$ cat src/rtl/alu_op_sequencer_if.sv
// Command, response and ALU operand buses of the ALU op sequencer.
// The slave modport is the sequencer's view; master is the environment's view.
interface alu_op_sequencer_if #(
    parameter int DATA_W = 8
);
    logic              cmd_valid;
    logic              cmd_ready;
    logic [DATA_W-1:0] cmd_a;
    logic [DATA_W-1:0] cmd_b;
    logic [3:0]        cmd_sel;
    logic [3:0]        cmd_tag;

    logic [DATA_W-1:0] alu_a;
    logic [DATA_W-1:0] alu_b;
    logic [3:0]        alu_sel;
    logic [DATA_W-1:0] alu_out;
    logic              alu_carry;

    logic              rsp_valid;
    logic              rsp_ready;
    logic [DATA_W-1:0] rsp_data;
    logic              rsp_carry;
    logic              rsp_err;
    logic [3:0]        rsp_tag;

    modport slave (
        input  cmd_valid, cmd_a, cmd_b, cmd_sel, cmd_tag,
        output cmd_ready,
        output alu_a, alu_b, alu_sel,
        input  alu_out, alu_carry,
        output rsp_valid, rsp_data, rsp_carry, rsp_err, rsp_tag,
        input  rsp_ready
    );

    modport master (
        output cmd_valid, cmd_a, cmd_b, cmd_sel, cmd_tag,
        input  cmd_ready,
        input  alu_a, alu_b, alu_sel,
        output alu_out, alu_carry,
        input  rsp_valid, rsp_data, rsp_carry, rsp_err, rsp_tag,
        output rsp_ready
    );
endinterface

$ cat src/rtl/alu_op_sequencer.sv
// Single-outstanding command sequencer in front of a registered 8-bit ALU:
// issues operands, waits the op latency, returns result with tag; traps divide-by-zero.
module alu_op_sequencer #(
    parameter int DATA_W  = 8,
    parameter int DEF_LAT = 1,
    parameter int MUL_LAT = 2,
    parameter int CNT_W   = 16
) (
    input  logic             clk,
    input  logic             rst,
    alu_op_sequencer_if.slave bus,
    output logic             busy,
    output logic [CNT_W-1:0] op_count
);

    typedef enum logic [1:0] {
        IDLE = 2'd0,
        WAIT = 2'd1,
        RESP = 2'd2
    } state_t;

    localparam logic [1:0] DEF_WAIT = 2'(DEF_LAT);
    localparam logic [1:0] MUL_WAIT = 2'(MUL_LAT);
    localparam logic [3:0] SEL_ADD  = 4'd0;
    localparam logic [3:0] SEL_MUL  = 4'd2;
    localparam logic [3:0] SEL_DIV  = 4'd3;

    state_t     state;
    logic [1:0] wcnt;
    logic [3:0] sel_q;
    logic [3:0] tag_q;

    assign bus.cmd_ready = (state == IDLE);
    assign busy          = (state != IDLE);

    always_ff @(posedge clk) begin
        if (rst) begin
            state         <= IDLE;
            wcnt          <= '0;
            sel_q         <= '0;
            tag_q         <= '0;
            op_count      <= '0;
            bus.alu_a     <= '0;
            bus.alu_b     <= '0;
            bus.alu_sel   <= '0;
            bus.rsp_valid <= 1'b0;
            bus.rsp_data  <= '0;
            bus.rsp_carry <= 1'b0;
            bus.rsp_err   <= 1'b0;
            bus.rsp_tag   <= '0;
        end else begin
            case (state)
                IDLE: begin
                    if (bus.cmd_valid) begin
                        sel_q <= bus.cmd_sel;
                        tag_q <= bus.cmd_tag;
                        // Divide by zero never reaches the ALU; the operand bus keeps the previous op.
                        if (bus.cmd_sel == SEL_DIV && bus.cmd_b == '0) begin
                            bus.rsp_data  <= '1;
                            bus.rsp_carry <= 1'b0;
                            bus.rsp_err   <= 1'b1;
                            bus.rsp_tag   <= bus.cmd_tag;
                            bus.rsp_valid <= 1'b1;
                            state         <= RESP;
                        end else begin
                            bus.alu_a   <= bus.cmd_a;
                            bus.alu_b   <= bus.cmd_b;
                            bus.alu_sel <= bus.cmd_sel;
                            wcnt        <= (bus.cmd_sel == SEL_MUL) ? MUL_WAIT : DEF_WAIT;
                            state       <= WAIT;
                        end
                    end
                end

                WAIT: begin
                    if (wcnt != 2'd0) begin
                        wcnt <= wcnt - 2'd1;
                    end else begin
                        bus.rsp_data  <= bus.alu_out;
                        bus.rsp_carry <= (sel_q == SEL_ADD) ? bus.alu_carry : 1'b0;
                        bus.rsp_err   <= 1'b0;
                        bus.rsp_tag   <= tag_q;
                        bus.rsp_valid <= 1'b1;
                        state         <= RESP;
                    end
                end

                RESP: begin
                    if (bus.rsp_ready) begin
                        bus.rsp_valid <= 1'b0;
                        op_count      <= op_count + CNT_W'(1);
                        state         <= IDLE;
                    end
                end

                default: state <= IDLE;
            endcase
        end
    end

endmodule
$ cat src/flat_wrapper.sv
// flat-port wrapper written by rule: the top's interface ports become plain ports
module alu_op_sequencer_flat 
#(
    parameter int DATA_W  = 8,
    parameter int DEF_LAT = 1,
    parameter int MUL_LAT = 2,
    parameter int CNT_W   = 16
)
  (clk, rst, busy, op_count, bus_cmd_valid, bus_cmd_a, bus_cmd_b, bus_cmd_sel, bus_cmd_tag, bus_cmd_ready, bus_alu_a, bus_alu_b, bus_alu_sel, bus_alu_out, bus_alu_carry, bus_rsp_valid, bus_rsp_data, bus_rsp_carry, bus_rsp_err, bus_rsp_tag, bus_rsp_ready);
  alu_op_sequencer_if #(.DATA_W(DATA_W)) bus_i ();
  input  logic clk;
  input  logic rst;
  output logic busy;
  output logic [CNT_W-1:0] op_count;
  input wire logic [$bits(bus_i.cmd_valid)-1:0] bus_cmd_valid;
  input wire logic [$bits(bus_i.cmd_a)-1:0] bus_cmd_a;
  input wire logic [$bits(bus_i.cmd_b)-1:0] bus_cmd_b;
  input wire logic [$bits(bus_i.cmd_sel)-1:0] bus_cmd_sel;
  input wire logic [$bits(bus_i.cmd_tag)-1:0] bus_cmd_tag;
  output wire logic [$bits(bus_i.cmd_ready)-1:0] bus_cmd_ready;
  output wire logic [$bits(bus_i.alu_a)-1:0] bus_alu_a;
  output wire logic [$bits(bus_i.alu_b)-1:0] bus_alu_b;
  output wire logic [$bits(bus_i.alu_sel)-1:0] bus_alu_sel;
  input wire logic [$bits(bus_i.alu_out)-1:0] bus_alu_out;
  input wire logic [$bits(bus_i.alu_carry)-1:0] bus_alu_carry;
  output wire logic [$bits(bus_i.rsp_valid)-1:0] bus_rsp_valid;
  output wire logic [$bits(bus_i.rsp_data)-1:0] bus_rsp_data;
  output wire logic [$bits(bus_i.rsp_carry)-1:0] bus_rsp_carry;
  output wire logic [$bits(bus_i.rsp_err)-1:0] bus_rsp_err;
  output wire logic [$bits(bus_i.rsp_tag)-1:0] bus_rsp_tag;
  input wire logic [$bits(bus_i.rsp_ready)-1:0] bus_rsp_ready;
  assign bus_i.cmd_valid = bus_cmd_valid;
  assign bus_i.cmd_a = bus_cmd_a;
  assign bus_i.cmd_b = bus_cmd_b;
  assign bus_i.cmd_sel = bus_cmd_sel;
  assign bus_i.cmd_tag = bus_cmd_tag;
  assign bus_cmd_ready = bus_i.cmd_ready;
  assign bus_alu_a = bus_i.alu_a;
  assign bus_alu_b = bus_i.alu_b;
  assign bus_alu_sel = bus_i.alu_sel;
  assign bus_i.alu_out = bus_alu_out;
  assign bus_i.alu_carry = bus_alu_carry;
  assign bus_rsp_valid = bus_i.rsp_valid;
  assign bus_rsp_data = bus_i.rsp_data;
  assign bus_rsp_carry = bus_i.rsp_carry;
  assign bus_rsp_err = bus_i.rsp_err;
  assign bus_rsp_tag = bus_i.rsp_tag;
  assign bus_i.rsp_ready = bus_rsp_ready;
  alu_op_sequencer #(.DATA_W(DATA_W), .DEF_LAT(DEF_LAT), .MUL_LAT(MUL_LAT), .CNT_W(CNT_W)) u_core (.clk(clk), .rst(rst), .bus(bus_i), .busy(busy), .op_count(op_count));
endmodule
$ cat config.mk
export PLATFORM = sky130hd
export DESIGN_NAME = alu_op_sequencer_flat
export DESIGN_NICKNAME = d
export VERILOG_FILES = /design/src/rtl/alu_op_sequencer_if.sv /design/src/rtl/alu_op_sequencer.sv /design/src/flat_wrapper.sv
export SDC_FILE = /design/constraint.sdc
export NUM_CORES = 1
export LEC_CHECK = 0
export BUFFER_PORTS_ARGS = -buffer_cell sky130_fd_sc_hd__buf_2
export CORE_AREA = 2 2 86 88
export CTS_CLUSTER_DIAMETER = 80
export DETAILED_ROUTE_END_ITERATION = 10
export DIE_AREA = 0 0 88 90
export PLACE_DENSITY_LB_ADDON = 0.08
export SLEW_MARGIN = 25
export SYNTH_ARGS = -nofsm -noshare
export SYNTH_HDL_FRONTEND = slang
export SYNTH_SLANG_ARGS = --single-unit
$ cat constraint.sdc
create_clock -name clk -period 1.9 [get_ports clk]
set_clock_uncertainty 0.2 [all_clocks]
set_input_delay 0.19 -clock clk [delete_from_list [all_inputs] [get_ports clk]]
set_output_delay 0.19 -clock clk [all_outputs]
set_load 0.02 [all_outputs]
==> results.txt, run 1 <==
status: finished clean
clk root buf: clkbuf_8
post-synth top area share: 46.8%
CTS tree: yes
peak supply drop: 532 uV
Worst setup SP type: primary input
DRC: 0
Cell Area, Synth: 2700 sq um
Initial Utilization: 38.4%
Hold Path Origin: bus_cmd_b[3]
Period Utilization, post-route: 95.5%
drt pass-1 iters: 4
die footprint: 7920 sq um
Slowest-stage cell, CP: or4b_2
CP endpoint kind: flip-flop
dominant cell type by area after synthesis: dfxtp_1
Antenna Cells: 0
Num CTS Buffers: 9
CP max FO: 6
cell count after synthesis: 315
synth cell count leaders: dfxtp_1, nand2_1, a21oi_1
Critical Path Start: bus_cmd_sel[0]
delay-heaviest family, CP: simple AND/OR/NAND/NOR gates
Hold Path Class: in2reg
vias: 2674
gr ovfl total: 0
first-pass GRT wire length: 11300 um
Rows: 31
# port buffers: 89
Worst-path clk slew: 0.06 ns
Vias/cell: 4.76
Cell Pwr Density: 793 nW/um^2
WS Path Type: in2reg
average size of a mapped cell: 8.56 sq um
fin worst setup slack: 0.0852 ns
Detail Route Antenna Nets: 0
htree depth: 3
Max Slew Vio Count: 0
initial DRC count: 105
fmax: 551 MHz
Die Y-Extent: 90 um
post-place setup slack: -0.123 ns
EDFF count, synth: 0
max incr delay on CP: 0.67 ns
Worst R2R Path Depth: 5
most common cell in the netlist: dfxtp_1
crit-path cells: dlygate4sd3_1, buf_2, or4b_2, nor2_1, or4_1, o41ai_1
Max Cap Violations: 0
Req. time, crit path: 1.91 ns
Netlist cell types: 47
area grow syn2layout: 44.7%
hold path cells: 4
Die W: 88 um
syn nets: 354
Stages on worst setup path: 6
Tot GR Track Use: 18.0%
final hold violations: 0
ratio of cells with drive above 1 in the final layout: 33.9%
routability cong.: 0.779
RSZ-0062 raised after global routing: yes
number of global-route vias before repair: 2446
Clock Tree Buf Depth: 2
Final TNS setup: 0 ns
DPL Wire Length: 4920 um
minimum clock period: 1.81 ns
top cells by area, synth: dfxtp_1, nand2_1, a21oi_1
Yosys warnings: 0
FFs w/ async S/R, synth: 0%
Seq cells post-synth: 63
Top Ports: 90
LEAKAGE: 1.72 nW
sequential share of the synthesized area: 46.8%
Layout Nets: 498
fill cell count: 657
final-report setup violation count: 0
Worst R2R Start: u_core.op_count[4]
WP data arrival: 1.82 ns
Total Wirelength: 7000 um
DR WL/cell: 12.5 um
top_reg_cell synth: dfxtp_1
largest net degree at the start of global routing: 22
clk sinks: 63
worst skew pair latency: 0.34 ns
initial antenna violation count: 0
Slew @ Worst Pin: 0.503 ns
relative slew slack: 66.1%
Bufs and invs on worst path: 2
Core Footprint: 7020 sq um
## where the power goes
part           switching [mW]  total, mW  internal [mW]
Clock                   0.470      0.972          0.502
Sequential             0.0500       1.46           1.41
Combinational           0.367      0.656          0.289
Total                   0.887       3.09           2.20
## layer usage
layer,up-vias,global-route usage [%],share of wire [%]
met5,-,0,0
met4,0,7.69,1.6
met3,10,4.96,5.4
met2,64,26.9,45
met1,1218,24.2,48
li1,1382,-,-
## layout by cell type, fill, tap and decap left out, types with 2 or more instances in the layout
cell and count:
buf_2 89, nand2_1 62, dfxtp_1 58, buf_4 34
a21oi_1 33, dlygate4sd3_1 27, nor2_1 23, inv_1 14
clkbuf_8 10, nand4_1 8, nand3_1 8, a211oi_1 8
xor2_1 7, a21oi_2 6, or4_1 5, dfxtp_2 5
or3_1 4, o31ai_1 4, a22oi_1 4, nand3b_1 4
a31oi_1 4, clkbuf_1 4, o21ai_0 3, nor2b_1 3
or3b_2 2, nor3b_1 2, and4_1 2, and3b_1 2
nor4_1 2, ha_1 2
## final cells by class
class,instances,area (sq um),share of cell area (%)
repair buffers,151,991,25.4
clock buffers,14,153,3.91
inverters,14,52.6,1.35
well taps,99,124,3.18
flip-flops and latches,63,1270,32.5
clock inverters,1,5.00,0.128
multi-input cells,220,1310,33.5
## worst register-to-register path: stages (launching register included)
cell,delay (ns)
dfxtp_2,0.35
and4_1,0.23
nand4_1,0.10
buf_4,0.18
or4_1,0.50
a21oi_1,0.15
## metrics by stage
stage / std cells / cell area [sq um] / total power, mW / utilization, % / hold WS (ns)
after floorplan: 315 / 2700 / 1.86 / - / 0.126
after global placement: 518 / 3440 / 2.09 / 49.0 / 0.229
after detailed placement: 518 / 3440 / 2.09 / 49.0 / 0.238
after CTS: 560 / 3870 / 3.12 / 55.1 / 0.0202
after global routing: 562 / 3900 / 3.27 / 55.6 / 0.0358
final: 562 / 3900 / 3.09 / 55.6 / 0.0330
## registers in the layout (all words and copies together) (netlist names)
| signal | cells |
|---|---|
| u_core.bus.rsp_valid | 1 |
| u_core.bus.alu_a | 8 |
| u_core.bus.rsp_data | 8 |
| u_core.bus.rsp_tag | 4 |
| u_core.op_count | 16 |
| u_core.bus.alu_b | 8 |
| u_core.bus.rsp_err | 1 |
| u_core.bus.alu_sel | 4 |
| u_core.sel_q | 4 |
| u_core.bus.rsp_carry | 1 |
| u_core.state | 2 |
| u_core.tag_q | 4 |
| u_core.wcnt | 2 |
## final timing paths
check | endpoint | slack [ns]
worst max register to register | u_core.op_count[13] | 0.12
worst max-delay path | u_core.wcnt[0] | 0.09
worst min register to register | u_core.bus.rsp_data[5] | 0.25
worst min-delay path | u_core.bus.alu_b[3] | 0.03
## timing repair
action	in CTS	in global routing
hold endpoints to repair	32	0
buffers inserted	0	2
gates resized for setup	1	4
hold buffers	27	0
pin swaps	0	4
setup endpoints to repair	1	14
## kinds of logic after synthesis
family | count (synthesis) | share of synthesized area [%]
simple gates | 138 | 25.9
mux | 1 | 0.371
compound gates | 71 | 18.0
flops | 63 | 46.8
xor+xnor | 8 | 2.60
buf+inv | 32 | 5.39
fa+ha+maj | 2 | 0.928
Note: power is estimated with default switching activity, not from simulation.
==> run 2: changes to the inputs <==
--- a/config.mk
+++ b/config.mk
@@ -6,10 +6,10 @@
 export NUM_CORES = 1
 export LEC_CHECK = 0
 export BUFFER_PORTS_ARGS = -buffer_cell sky130_fd_sc_hd__buf_2
-export CORE_AREA = 2 2 86 88
+export CORE_AREA = 2 2 73 103
 export CTS_CLUSTER_DIAMETER = 80
 export DETAILED_ROUTE_END_ITERATION = 10
-export DIE_AREA = 0 0 88 90
+export DIE_AREA = 0 0 75 105
 export PLACE_DENSITY_LB_ADDON = 0.08
 export SLEW_MARGIN = 25
 export SYNTH_ARGS = -nofsm -noshare
==> results.txt, run 2 (same netlist as run 1, synthesis figures left out) <==
Hold Slack: 0.0223 ns
fmax: 540 MHz
drt pass-1 iters: 4
WS Path Type: in2reg
Rows: 36
Slowest-stage cell, CP: dlygate4sd3_1
largest net degree at the start of global routing: 29
htree depth: 3
post-place instance area: 3470 sq um
Detail Route Antenna Nets: 0
crit-path cells: dlygate4sd3_1, buf_2, and4b_1, nand4_1, buf_4, or3_1, a21oi_1
max reg flops: 16
Worst R2R Path Depth: 5
DR WL/cell: 13.1 um
relative slew slack: 64.1%
# port buffers: 89
Total Wirelength: 7340 um
gr ovfl total: 0
Top Ports: 90
Final TNS setup: 0 ns
final-report setup violation count: 0
first-pass GRT wire length: 12300 um
FF+latch area: 1270 sq um
Num CTS Buffers: 9
DRC: 0
Core Footprint: 6890 sq um
Worst setup SP type: primary input
Bufs and invs on worst path: 3
Die W: 75 um
Worst R2R Start: u_core.state[0]
Clock Tree Buf Depth: 2
status: finished clean
fill cell count: 663
Critical Path Start: bus_rsp_ready
DPL Wire Length: 5140 um
CP endpoint kind: flip-flop
most frequent cells in the layout: buf_2, nand2_1, dfxtp_1, buf_4, a21oi_1
routability cong.: 0.748
delay-heaviest family, CP: buffers and inverters
largest reg by FF count: u_core.op_count
final instance area: 3960 sq um
area grow syn2layout: 47.0%
Initial Utilization: 39.1%
Worst-path clk slew: 0.07 ns
Slew @ Worst Pin: 0.539 ns
fin worst setup slack: 0.0476 ns
Req. time, crit path: 1.97 ns
Tot GR Track Use: 19.9%
WP data arrival: 1.92 ns
reg2reg end: u_core.wcnt[1]
peak supply drop: 486 uV
initial DRC count: 85
initial antenna violation count: 0
die footprint: 7880 sq um
Antenna Cells: 0
Vias/cell: 4.91
number of global-route vias before repair: 2758
commonest non-fill, non-tap cell in the layout: buf_2
Stages on worst setup path: 7
ratio of cells with drive above 1 in the final layout: 35.2%
Die Y-Extent: 105 um
minimum clock period: 1.85 ns
Max Cap Violations: 0
Period Utilization, post-route: 97.5%
Layout Nets: 500
Cell Pwr Density: 831 nW/um^2
clk root buf: clkbuf_8
crit path capture: u_core.op_count[11]
Max Slew Vio Count: 0
area of the multi-input gates: 1310 sq um
max incr delay on CP: 0.53 ns
worst reg-to-reg setup slack: 0.09 ns
CP max FO: 4
clk sinks: 63
vias: 2752
Hold Path Class: in2reg
LEAKAGE: 1.75 nW
CTS tree: yes
worst skew pair latency: 0.33 ns
post-place setup slack: -0.131 ns
final hold violations: 0
run 2: report_power, final:
| group | internal [mW] | switching (mW) | total, mW |
|---|---|---|---|
| Sequential | 1.41 | 0.0478 | 1.46 |
| Combinational | 0.294 | 0.376 | 0.670 |
| Clock | 0.634 | 0.528 | 1.16 |
run 2: worst min path at each step:
stage	start	end	cells past startpoint
2_1_floorplan	bus_cmd_sel[0]	u_core.sel_q[0]	2
3_3_place_gp	u_core.wcnt[0]	u_core.wcnt[0]	1
3_5_place_dp	u_core.wcnt[0]	u_core.wcnt[0]	1
4_1_cts	bus_cmd_b[0]	u_core.bus.alu_b[0]	4
5_1_grt	bus_cmd_b[7]	u_core.bus.alu_b[7]	4
6_report	bus_cmd_b[0]	u_core.bus.alu_b[0]	4
run 2: worst min-delay path: stages:
cell and delay, ns:
buf_2 0.08, buf_4 0.10, nand2_1 0.04, a21oi_1 0.10
run 2: per-stage QoR:
stage	std cells	utilization [%]	power, mW
after floorplan	315	-	1.86
after global placement	517	50.3	2.10
after detailed placement	517	50.3	2.11
after CTS	560	57.1	3.32
after global routing	561	57.5	3.48
final	561	57.5	3.29
run 2: routing by layer:
layer | wire [um] | global-route usage [%] | vias to the layer above
li1 | - | - | 1395
met3 | 372 | 6.56 | 6
met4 | 68 | 5.74 | 0
met2 | 3740 | 34.3 | 66
met5 | 0 | 0 | -
met1 | 3160 | 22.6 | 1285
run 2: final cells by class:
class | instances | share of cell area [%]
clock buffers | 10 | 3.47
clock inverters | 6 | 1.52
inverters | 14 | 1.33
multi-input cells | 220 | 33.0
flip-flops and latches | 63 | 32.0
well taps | 95 | 3.00
repair buffers | 153 | 25.7
run 2: repair_timing:
item                                    4_1_cts  5_1_grt
buffers inserted                              0        1
endpoints found under the setup margin        0       19
resized for setup                             0        6
endpoints found under the hold margin        32        0
hold buffers                                 27        0
==> run 3: changes to the inputs <==
--- a/config.mk
+++ b/config.mk
@@ -5,7 +5,7 @@
 export SDC_FILE = /design/constraint.sdc
 export NUM_CORES = 1
 export LEC_CHECK = 0
-export BUFFER_PORTS_ARGS = -buffer_cell sky130_fd_sc_hd__buf_2
+export BUFFER_PORTS_ARGS = -buffer_cell sky130_fd_sc_hd__buf_4
 export CORE_AREA = 2 2 73 103
 export CTS_CLUSTER_DIAMETER = 80
 export DETAILED_ROUTE_END_ITERATION = 10
==> results.txt, run 3 (same netlist as run 1, synthesis figures left out) <==
Layout Nets: 500
CP endpoint kind: flip-flop
final instance area: 4160 sq um
Total Wirelength: 7390 um
Hold Path Origin: bus_cmd_b[0]
LEAKAGE: 1.78 nW
Req. time, crit path: 1.97 ns
max reg flops: 16
final core occ: 60.4%
Slew @ Worst Pin: 0.476 ns
Antenna Cells: 0
Cell Pwr Density: 802 nW/um^2
post-place instance area: 3650 sq um
WP data arrival: 1.90 ns
Max Cap Violations: 0
initial antenna violation count: 0
gr ovfl total: 0
commonest non-fill, non-tap cell in the layout: buf_4
area grow syn2layout: 54.5%
Clock Tree Buf Depth: 2
power after layout: 3.34 mW
Vias/cell: 4.91
clk sinks: 63
RSZ-0062 raised after global routing: no
minimum clock period: 1.83 ns
Period Utilization, post-route: 96.1%
Worst-path clk slew: 0.07 ns
htree depth: 3
final-report setup violation count: 0
Initial Utilization: 39.1%
Detail Route Antenna Nets: 0
Worst R2R Start: u_core.op_count[5]
Die W: 75 um
Die Y-Extent: 105 um
clk root buf: clkbuf_8
Max Slew Vio Count: 0
DR WL/cell: 13.2 um
CTS tree: yes
DPL Wire Length: 5230 um
die footprint: 7880 sq um
status: finished clean
CP max FO: 6
ratio of cells with drive above 1 in the final layout: 35.2%
WS Path Type: in2reg
largest net degree at the start of global routing: 36
Top Ports: 90
first-pass GRT wire length: 12100 um
most frequent cells in the layout: buf_4, nand2_1, dfxtp_1, a21oi_1, dlygate4sd3_1
number of global-route vias before repair: 2712
drt pass-1 iters: 5
Num CTS Buffers: 9
Critical Path Start: bus_rsp_ready
initial DRC count: 90
Core Footprint: 6890 sq um
fill cell count: 642
DRC: 0
Worst setup SP type: primary input
Tot GR Track Use: 19.7%
Rows: 36
largest reg by FF count: u_core.op_count
vias: 2754
relative slew slack: 68.0%
# port buffers: 89
peak supply drop: 445 uV
final hold violations: 0
fmax: 548 MHz
worst skew pair latency: 0.34 ns
Hold Path Class: in2reg
routability cong.: 0.772
==> run 3: changes by cell type in the layout (fill, tap and decap cells not counted), moves of 2 or more <==
| cell | before | now |
|---|---|---|
| buf_2 | 89 | 0 |
| buf_12 | 2 | 0 |
| buf_4 | 35 | 125 |
| clkbuf_1 | 0 | 2 |
| clkinvlp_4 | 2 | 0 |
==> run 3: worst paths after layout <==
check | to | slack (ns) | cells past startpoint
min | u_core.bus.alu_b[0] | 0.02 | 4
max reg2reg | u_core.op_count[13] | 0.10 | 5
max | u_core.op_count[12] | 0.07 | 6
min reg2reg | u_core.wcnt[0] | 0.25 | 1
==> run 3: stage by stage <==
step | setup TNS (ns) | setup slack, ns | cells | hold WS, ns
detailed placement | -1.63 | -0.0973 | 515 | 0.241
CTS | 0 | 0.0309 | 560 | 0.0129
global placement | -1.59 | -0.134 | 515 | 0.236
finish | 0 | 0.0750 | 561 | 0.0183
global route | 0 | 0.00974 | 561 | 0.0244
floorplan | 0 | 0.0300 | 315 | 0.126
==> run 3: what timing repair did <==
| item | in CTS | in global routing |
|---|---|---|
| setup buffers | 2 | 1 |
| endpoints found under the hold margin | 32 | 0 |
| gates resized for setup | 2 | 7 |
| pin swaps | 0 | 4 |
| hold buffers | 27 | 0 |
| setup endpoints to repair | 3 | 12 |
==> run 3: power breakdown <==
part	total [mW]	leakage, nW	switching [mW]	internal, mW
logic	0.728	1.17	0.378	0.350
clock network	1.15	0.100	0.511	0.636
registers	1.46	0.516	0.0520	1.41
total	3.34	1.78	0.941	2.40
==> run 3: area by class of cell <==
class | count | area, sq um | share of cell area [%]
Inverter | 14 | 52.6 | 1.26
Clock buffer | 12 | 145 | 3.49
Sequential cell | 63 | 1270 | 30.4
Tap cell | 95 | 119 | 2.85
Timing Repair Buffer | 153 | 1220 | 29.3
Clock inverter | 4 | 45.0 | 1.08
Multi-Input combinational cell | 220 | 1320 | 31.6
==> run 3: worst max-delay path, cell delays in order <==
cell and delay (ns):
dlygate4sd3_1 0.55, buf_4 0.12, and4b_2 0.25, nand2_1 0.13, or4_1 0.51, a21oi_1 0.15
==> run 3: routing by layer <==
layer	global-route usage, %	wire (um)	vias up
met4	6.89	91	0
met3	6.08	388	11
li1	-	-	1393
met2	34.3	3860	69
met5	0	0	-
met1	21.9	3040	1281
